## config.mk

```make
export PLATFORM = sky130hd
export DESIGN_NAME = somador_serial_flat
export DESIGN_NICKNAME = d
export VERILOG_FILES = /design/src/rtl/somador_serial_if.sv /design/src/rtl/somador_serial.sv /design/src/flat_wrapper.sv
export SDC_FILE = /design/constraint.sdc
export NUM_CORES = 1
export LEC_CHECK = 0
export ABC_AREA = 1
export CAP_MARGIN = 20
export CELL_PAD_IN_SITES_DETAIL_PLACEMENT = 0
export CELL_PAD_IN_SITES_GLOBAL_PLACEMENT = 1
export CORE_MARGIN = 2
export CORE_UTILIZATION = 41
export CTS_BUF_LIST = sky130_fd_sc_hd__clkbuf_8 sky130_fd_sc_hd__clkbuf_16
export CTS_CLUSTER_SIZE = 12
export DETAILED_ROUTE_END_ITERATION = 7
export GPL_ROUTABILITY_DRIVEN = 0
export HOLD_SLACK_MARGIN = 0.1
export PLACE_DENSITY = 0.9
export SYNTH_ARGS = -nofsm -noshare
export SYNTH_HDL_FRONTEND = slang
export SYNTH_SLANG_ARGS = --single-unit
```

## constraint.sdc

```tcl
create_clock -name clk -period 4.7 [get_ports clk]
set_input_delay 1.41 -clock clk [delete_from_list [all_inputs] [get_ports clk]]
set_output_delay 1.41 -clock clk [all_outputs]
set_load 0.05 [all_outputs]
```

## src/rtl/somador_serial_if.sv

```systemverilog
// Start/busy/done handshake and operand/result bus for the digit-serial adder.
interface somador_serial_if #(
  parameter int WIDTH = 8
);
  logic             start;
  logic [WIDTH-1:0] A;
  logic [WIDTH-1:0] B;
  logic             CIN;
  logic             busy;
  logic             done;
  logic [WIDTH-1:0] S;
  logic             COUT;
  logic             OVF;

  modport master (
    output start, A, B, CIN,
    input  busy, done, S, COUT, OVF
  );

  modport slave (
    input  start, A, B, CIN,
    output busy, done, S, COUT, OVF
  );
endinterface

```

## src/rtl/somador_serial.sv

```systemverilog
// Digit-serial adder: S = A + B + CIN, DIGIT bits per cycle over WIDTH/DIGIT cycles.
// Optional signed overflow flag is enabled by defining SOMADOR_OVF_EN.
module somador_serial #(
   parameter int WIDTH = 8,
   parameter int DIGIT = 2
) (
   input  logic            clk,
   input  logic            rst_n,
   somador_serial_if.slave bus
);
   localparam int NDIG = WIDTH / DIGIT;
   localparam int CW   = (NDIG > 1) ? $clog2(NDIG) : 1;
   localparam logic [CW-1:0] LAST = CW'(NDIG - 1);

   generate
      if (WIDTH < 1 || DIGIT < 1 || DIGIT > WIDTH || (WIDTH % DIGIT) != 0) begin : g_bad_cfg
         $error("somador_serial: DIGIT must be >= 1 and divide WIDTH");
      end
   endgenerate

   typedef enum logic [1:0] {IDLE, RUN, DONE} state_t;

   state_t           r_state;
   logic [WIDTH-1:0] r_a;
   logic [WIDTH-1:0] r_b;
   logic             r_c;
   logic [CW-1:0]    r_cnt;
   logic [WIDTH-1:0] r_s;
   logic             r_cout;

   logic [DIGIT:0]   w_sum;
   logic [DIGIT-1:0] w_d;
   logic             w_cn;
   logic             w_last;
   logic [WIDTH-1:0] w_p_next;

   assign w_sum  = {1'b0, r_a[DIGIT-1:0]} + {1'b0, r_b[DIGIT-1:0]} + {{DIGIT{1'b0}}, r_c};
   assign w_d    = w_sum[DIGIT-1:0];
   assign w_cn   = w_sum[DIGIT];
   assign w_last = (r_state == RUN) && (r_cnt == LAST);

   // Only the upper WIDTH-DIGIT partial-sum bits need storing; the newest digit
   // goes straight into S on the final edge.
   generate
      if (NDIG > 1) begin : g_psum
         logic [WIDTH-DIGIT-1:0] r_p;
         assign w_p_next = {w_d, r_p};
         always_ff @(posedge clk or negedge rst_n) begin
            if (!rst_n)
               r_p <= '0;
            else if (r_state == RUN)
               r_p <= w_p_next[WIDTH-1:DIGIT];
         end
      end else begin : g_nopsum
         assign w_p_next = w_d;
      end
   endgenerate

   always_ff @(posedge clk or negedge rst_n) begin
      if (!rst_n) begin
         r_state <= IDLE;
         r_a     <= '0;
         r_b     <= '0;
         r_c     <= 1'b0;
         r_cnt   <= '0;
         r_s     <= '0;
         r_cout  <= 1'b0;
      end else begin
         case (r_state)
            IDLE, DONE: begin
               if (bus.start) begin
                  r_a     <= bus.A;
                  r_b     <= bus.B;
                  r_c     <= bus.CIN;
                  r_cnt   <= '0;
                  r_state <= RUN;
               end else begin
                  r_state <= IDLE;
               end
            end
            RUN: begin
               r_a   <= r_a >> DIGIT;
               r_b   <= r_b >> DIGIT;
               r_c   <= w_cn;
               r_cnt <= r_cnt + 1'b1;
               if (w_last) begin
                  r_s     <= w_p_next;
                  r_cout  <= w_cn;
                  r_state <= DONE;
               end
            end
            default: r_state <= IDLE;
         endcase
      end
   end

`ifdef SOMADOR_OVF_EN
   logic r_ovf;
   // Carry into the MSB is recovered as a ^ b ^ sum at that bit.
   always_ff @(posedge clk or negedge rst_n) begin
      if (!rst_n)
         r_ovf <= 1'b0;
      else if (w_last)
         r_ovf <= r_a[DIGIT-1] ^ r_b[DIGIT-1] ^ w_d[DIGIT-1] ^ w_cn;
   end
   assign bus.OVF = r_ovf;
`else
   assign bus.OVF = 1'b0;
`endif

   assign bus.busy = (r_state == RUN);
   assign bus.done = (r_state == DONE);
   assign bus.S    = r_s;
   assign bus.COUT = r_cout;
endmodule

```

## src/flat_wrapper.sv

```systemverilog
// flat-port wrapper written by rule: the top's interface ports become plain ports
module somador_serial_flat 
#(
   parameter int WIDTH = 8,
   parameter int DIGIT = 2
)
  (clk, rst_n, bus_start, bus_A, bus_B, bus_CIN, bus_busy, bus_done, bus_S, bus_COUT, bus_OVF);
  somador_serial_if #(.WIDTH(WIDTH)) bus_i ();
  input  logic clk;
  input  logic rst_n;
  input wire logic [$bits(bus_i.start)-1:0] bus_start;
  input wire logic [$bits(bus_i.A)-1:0] bus_A;
  input wire logic [$bits(bus_i.B)-1:0] bus_B;
  input wire logic [$bits(bus_i.CIN)-1:0] bus_CIN;
  output wire logic [$bits(bus_i.busy)-1:0] bus_busy;
  output wire logic [$bits(bus_i.done)-1:0] bus_done;
  output wire logic [$bits(bus_i.S)-1:0] bus_S;
  output wire logic [$bits(bus_i.COUT)-1:0] bus_COUT;
  output wire logic [$bits(bus_i.OVF)-1:0] bus_OVF;
  assign bus_i.start = bus_start;
  assign bus_i.A = bus_A;
  assign bus_i.B = bus_B;
  assign bus_i.CIN = bus_CIN;
  assign bus_busy = bus_i.busy;
  assign bus_done = bus_i.done;
  assign bus_S = bus_i.S;
  assign bus_COUT = bus_i.COUT;
  assign bus_OVF = bus_i.OVF;
  somador_serial #(.WIDTH(WIDTH), .DIGIT(DIGIT)) u_core (.clk(clk), .rst_n(rst_n), .bus(bus_i));
endmodule
```

==> load_flow_metrics.sql <==
INSERT INTO impl_metrics (metric_group, metric, value, unit) VALUES
('sta', 'final.setup.worst_slack', '1.23', 'ns'),
('clocking', 'post_cts_hold_buffer_count', '0', ''),
('cells_and_area', 'post_route_cells_drive_above_1_share', '0.0975', ''),
('route', 'route.met3.wl', '188', 'um'),
('placement', 'hpwl', '2.24', 'mm'),
('clocking', 'cts-resized-gates', '0', ''),
('placement', 'dp_slack', '1.55', 'ns'),
('cells_and_area', 'finalNetCount', '258', ''),
('synth', 'synthDominantAreaCellType', 'dfrtp_1', ''),
('worst_setup_path', 'required', '3.29', 'ns'),
('clocking', 'htreeDepth', '2', ''),
('synth', 'synth-seq-cells', '36', ''),
('power_and_ir_drop', 'switchingPower', '0.000718', 'W'),
('route', 'vias_per_cell', '4.50', ''),
('sta', 'timing.final.setup_violations', '0', ''),
('floorplan', 'die_w', '68.5', 'um'),
('cells_and_area', 'syn_to_final_growth', '23.7', '%'),
('power_and_ir_drop', 'p_leak', '1.12', 'nW'),
('clocking', 'latest_clock_arrival_within_the_worst_skew_pair', '0.29', 'ns'),
('sta', 'grt_setup_unrepaired', 'false', ''),
('status', 'outcome', 'complete, no violations', ''),
('floorplan', 'design.die.area', '4700', 'um^2'),
('route', 'route.final.wire_length', '3.19', 'mm'),
('synth', 'synth.avg_cell_area', '8.33', 'um^2'),
('clocking', 'tritoncts', 'yes', ''),
('route', 'drc', '0', ''),
('synth', 'yosysWarnings', '0', ''),
('clocking', 'clock_sink_count', '36', ''),
('synth', 'synthDominantCellAreaShare', '0.527', ''),
('route', 'top_signal_layer_used', 'met4', ''),
('floorplan', 'top_level_ports', '32', ''),
('cells_and_area', 'stdcell_count', '286', ''),
('power_and_ir_drop', 'clkPwrFrac', '0.139', ''),
('clocking', 'cts.repair_timing.setup_buffer_count', '0', ''),
('sta', 'clock-skew-final', '0.0115', 'ns'),
('sta', 'maxClockFrequency', '288', 'MHz'),
('route', 'drt-pass1-iter-count', '5', ''),
('synth', 'yosysSeqAreaShare', '0.527', ''),
('sta', 'finalHoldViolations', '0', ''),
('grt', 'grt_util_all_layers', '0.163', ''),
('sta', 'minimum_clock_period', '3.47', 'ns'),
('power_and_ir_drop', 'switching_fraction_of_total_power', '0.463', ''),
('synth', 'post_synth_main_area_contributors', 'dfrtp_1 (53%), nand2_1 (15%), inv_1 (8.4%), nand3_1 (7.3%), o21ai_2 (3.6%)', ''),
('placement', 'dpl.cell_count', '278', ''),
('clocking', 'cts_max_path_buffers', '2', ''),
('floorplan', 'initial_core_util', '0.427', ''),
('worst_setup_path', 'crit_path_end_kind', 'primary output', ''),
('clocking', 'cts-root-buf', 'clkbuf_8', ''),
('power_and_ir_drop', 'cellInternalPower', '0.000832', 'W'),
('clocking', 'numCtsBuffers', '5', ''),
('route', 'detailroute.wirelength.met2', '1.42', 'mm'),
('worst_setup_path', 'critPathArrivalTime', '2.06', 'ns'),
('clocking', 'clkSlewWorstSetupHoldPaths', '0.07', 'ns'),
('floorplan', 'die_height', '68.5', 'um'),
('worst_hold_path', 'min_path_type', 'flip-flop to flip-flop', ''),
('sta', 'fin_crit_sh', '0.739', ''),
('grt', 'first_global_vias', '1248', ''),
('synth', 'synth_cells', '205', ''),
('worst_setup_path', 'startpoint_type', 'flip-flop', ''),
('power_and_ir_drop', 'seqPwrFrac', '0.354', ''),
('grt', 'grt_pass1_wl', '5.50', 'mm'),
('worst_setup_path', 'critPathKind', 'flip-flop to primary output', ''),
('power_and_ir_drop', 'pwr_density_cell', '733', 'nW/um^2'),
('power_and_ir_drop', 'total_power', '0.00155', 'W'),
('sta', 'worst_slew_pin_slew', '0.508', 'ns'),
('grt', 'overflow', '0', ''),
('placement', 'port_buffers', '30', ''),
('sta', 'pins_over_their_slew_limit', '0', ''),
('synth', 'post_synth_net_total', '228', ''),
('route', 'initial_drc_count', '53', ''),
('route', 'antenna_violating_nets_post_route', '0', '');
==> critical path: stages, from the launching register on <==
cell             delay (ns)
dfrtp_1                0.64
inv_2                  0.12
nor2_4                 0.17
clkdlybuf4s50_1        0.84
==> metrics by stage <==
stage	area [um^2]	hold WS, ns
6_report	2110	0.478
5_1_grt	2110	0.500
4_1_cts	2110	0.485
3_5_place_dp	2030	0.466
3_3_place_gp	2030	0.462
2_1_floorplan	1710	0.442
==> state kept, by name, indices dropped and copies added, names as in the netlist <==
signal	cells
u_core.g_psum.r_p	6
u_core.r_state	2
u_core.r_cnt	2
u_core.r_c	1
u_core.bus.S	8
u_core.r_b	8
u_core.bus.COUT	1
u_core.r_a	8
==> worst paths after layout <==
path | cells after the start | startpoint | slack, ns | to
setup reg to reg | 6 | u_core.r_state[1] | 2.85 | u_core.r_a[5]
hold reg to reg | 2 | u_core.r_b[1] | 0.48 | u_core.r_b[1]
hold / removal | 2 | u_core.r_b[1] | 0.48 | u_core.r_b[1]
max in group asynchronous | 2 | rst_n | 2.84 | u_core.g_psum.r_p[0]
min in group asynchronous | 2 | rst_n | 1.53 | u_core.r_c
setup / recovery | 3 | u_core.r_state[0] | 1.23 | bus_busy
==> cell families after synthesis <==
kind of cell,after synthesis,share of synthesized area
AOI/OAI and AO/OA,19,0.0711
adders and majority gates,3,0.0308
buffers and inverters,48,0.119
DFF,36,0.527
other,1,0.00220
and+or+nand+nor,98,0.250
==> cell type report <==
| cell class | instances | area [um^2] |
|---|---|---|
| timing repair buffer | 31 | 308 |
| sequential | 36 | 901 |
| multi-input combinational | 121 | 604 |
| clock buffer | 5 | 68.8 |
| clock inverter | 3 | 18.8 |
| fill | 415 | 1890 |
| inverter | 40 | 150 |
| tap | 50 | 62.6 |
==> cell usage in the layout (no fill, tap or decap), types with 5 or more instances in the layout <==
master and instances:
clkbuf_8 5, clkdlybuf4s50_1 30, dfrtp_1 36, inv_1 38
nand2_1 66, nand3_1 25, o21ai_0 11, o21ai_2 7
==> power groups by stage <==
stage               Clock [W]  Combinational, W  Sequential [W]
CTS                  0.000224          0.000807        0.000548
detailed placement          0          0.000806        0.000552
finish               0.000216          0.000786        0.000548
floorplan                   0          0.000521        0.000640
global placement            0          0.000791        0.000547
global route         0.000241          0.000897        0.000564
==> metal layers <==
layer  global-route usage  up-vias
met5                    0        -
met4               0.0750        0
met3               0.0519        7
met2                0.263       35
met1                0.198      574
li1                     -      672
==> cells in the mapped netlist <==
library cell   n
a21oi_1        1
buf_2          3
buf_4          1
buf_6          2
clkbuf_1       2
conb_1         1
dfrtp_1       36
fa_1           2
ha_1           1
inv_1         38
inv_2          2
nand2_1       66
nand2_2        2
nand2_4        2
nand3_1       25
nor2_1         2
nor2_4         1
o21ai_0       11
o21ai_2        7
No activity file was read; power rests on OpenSTA's default activity.
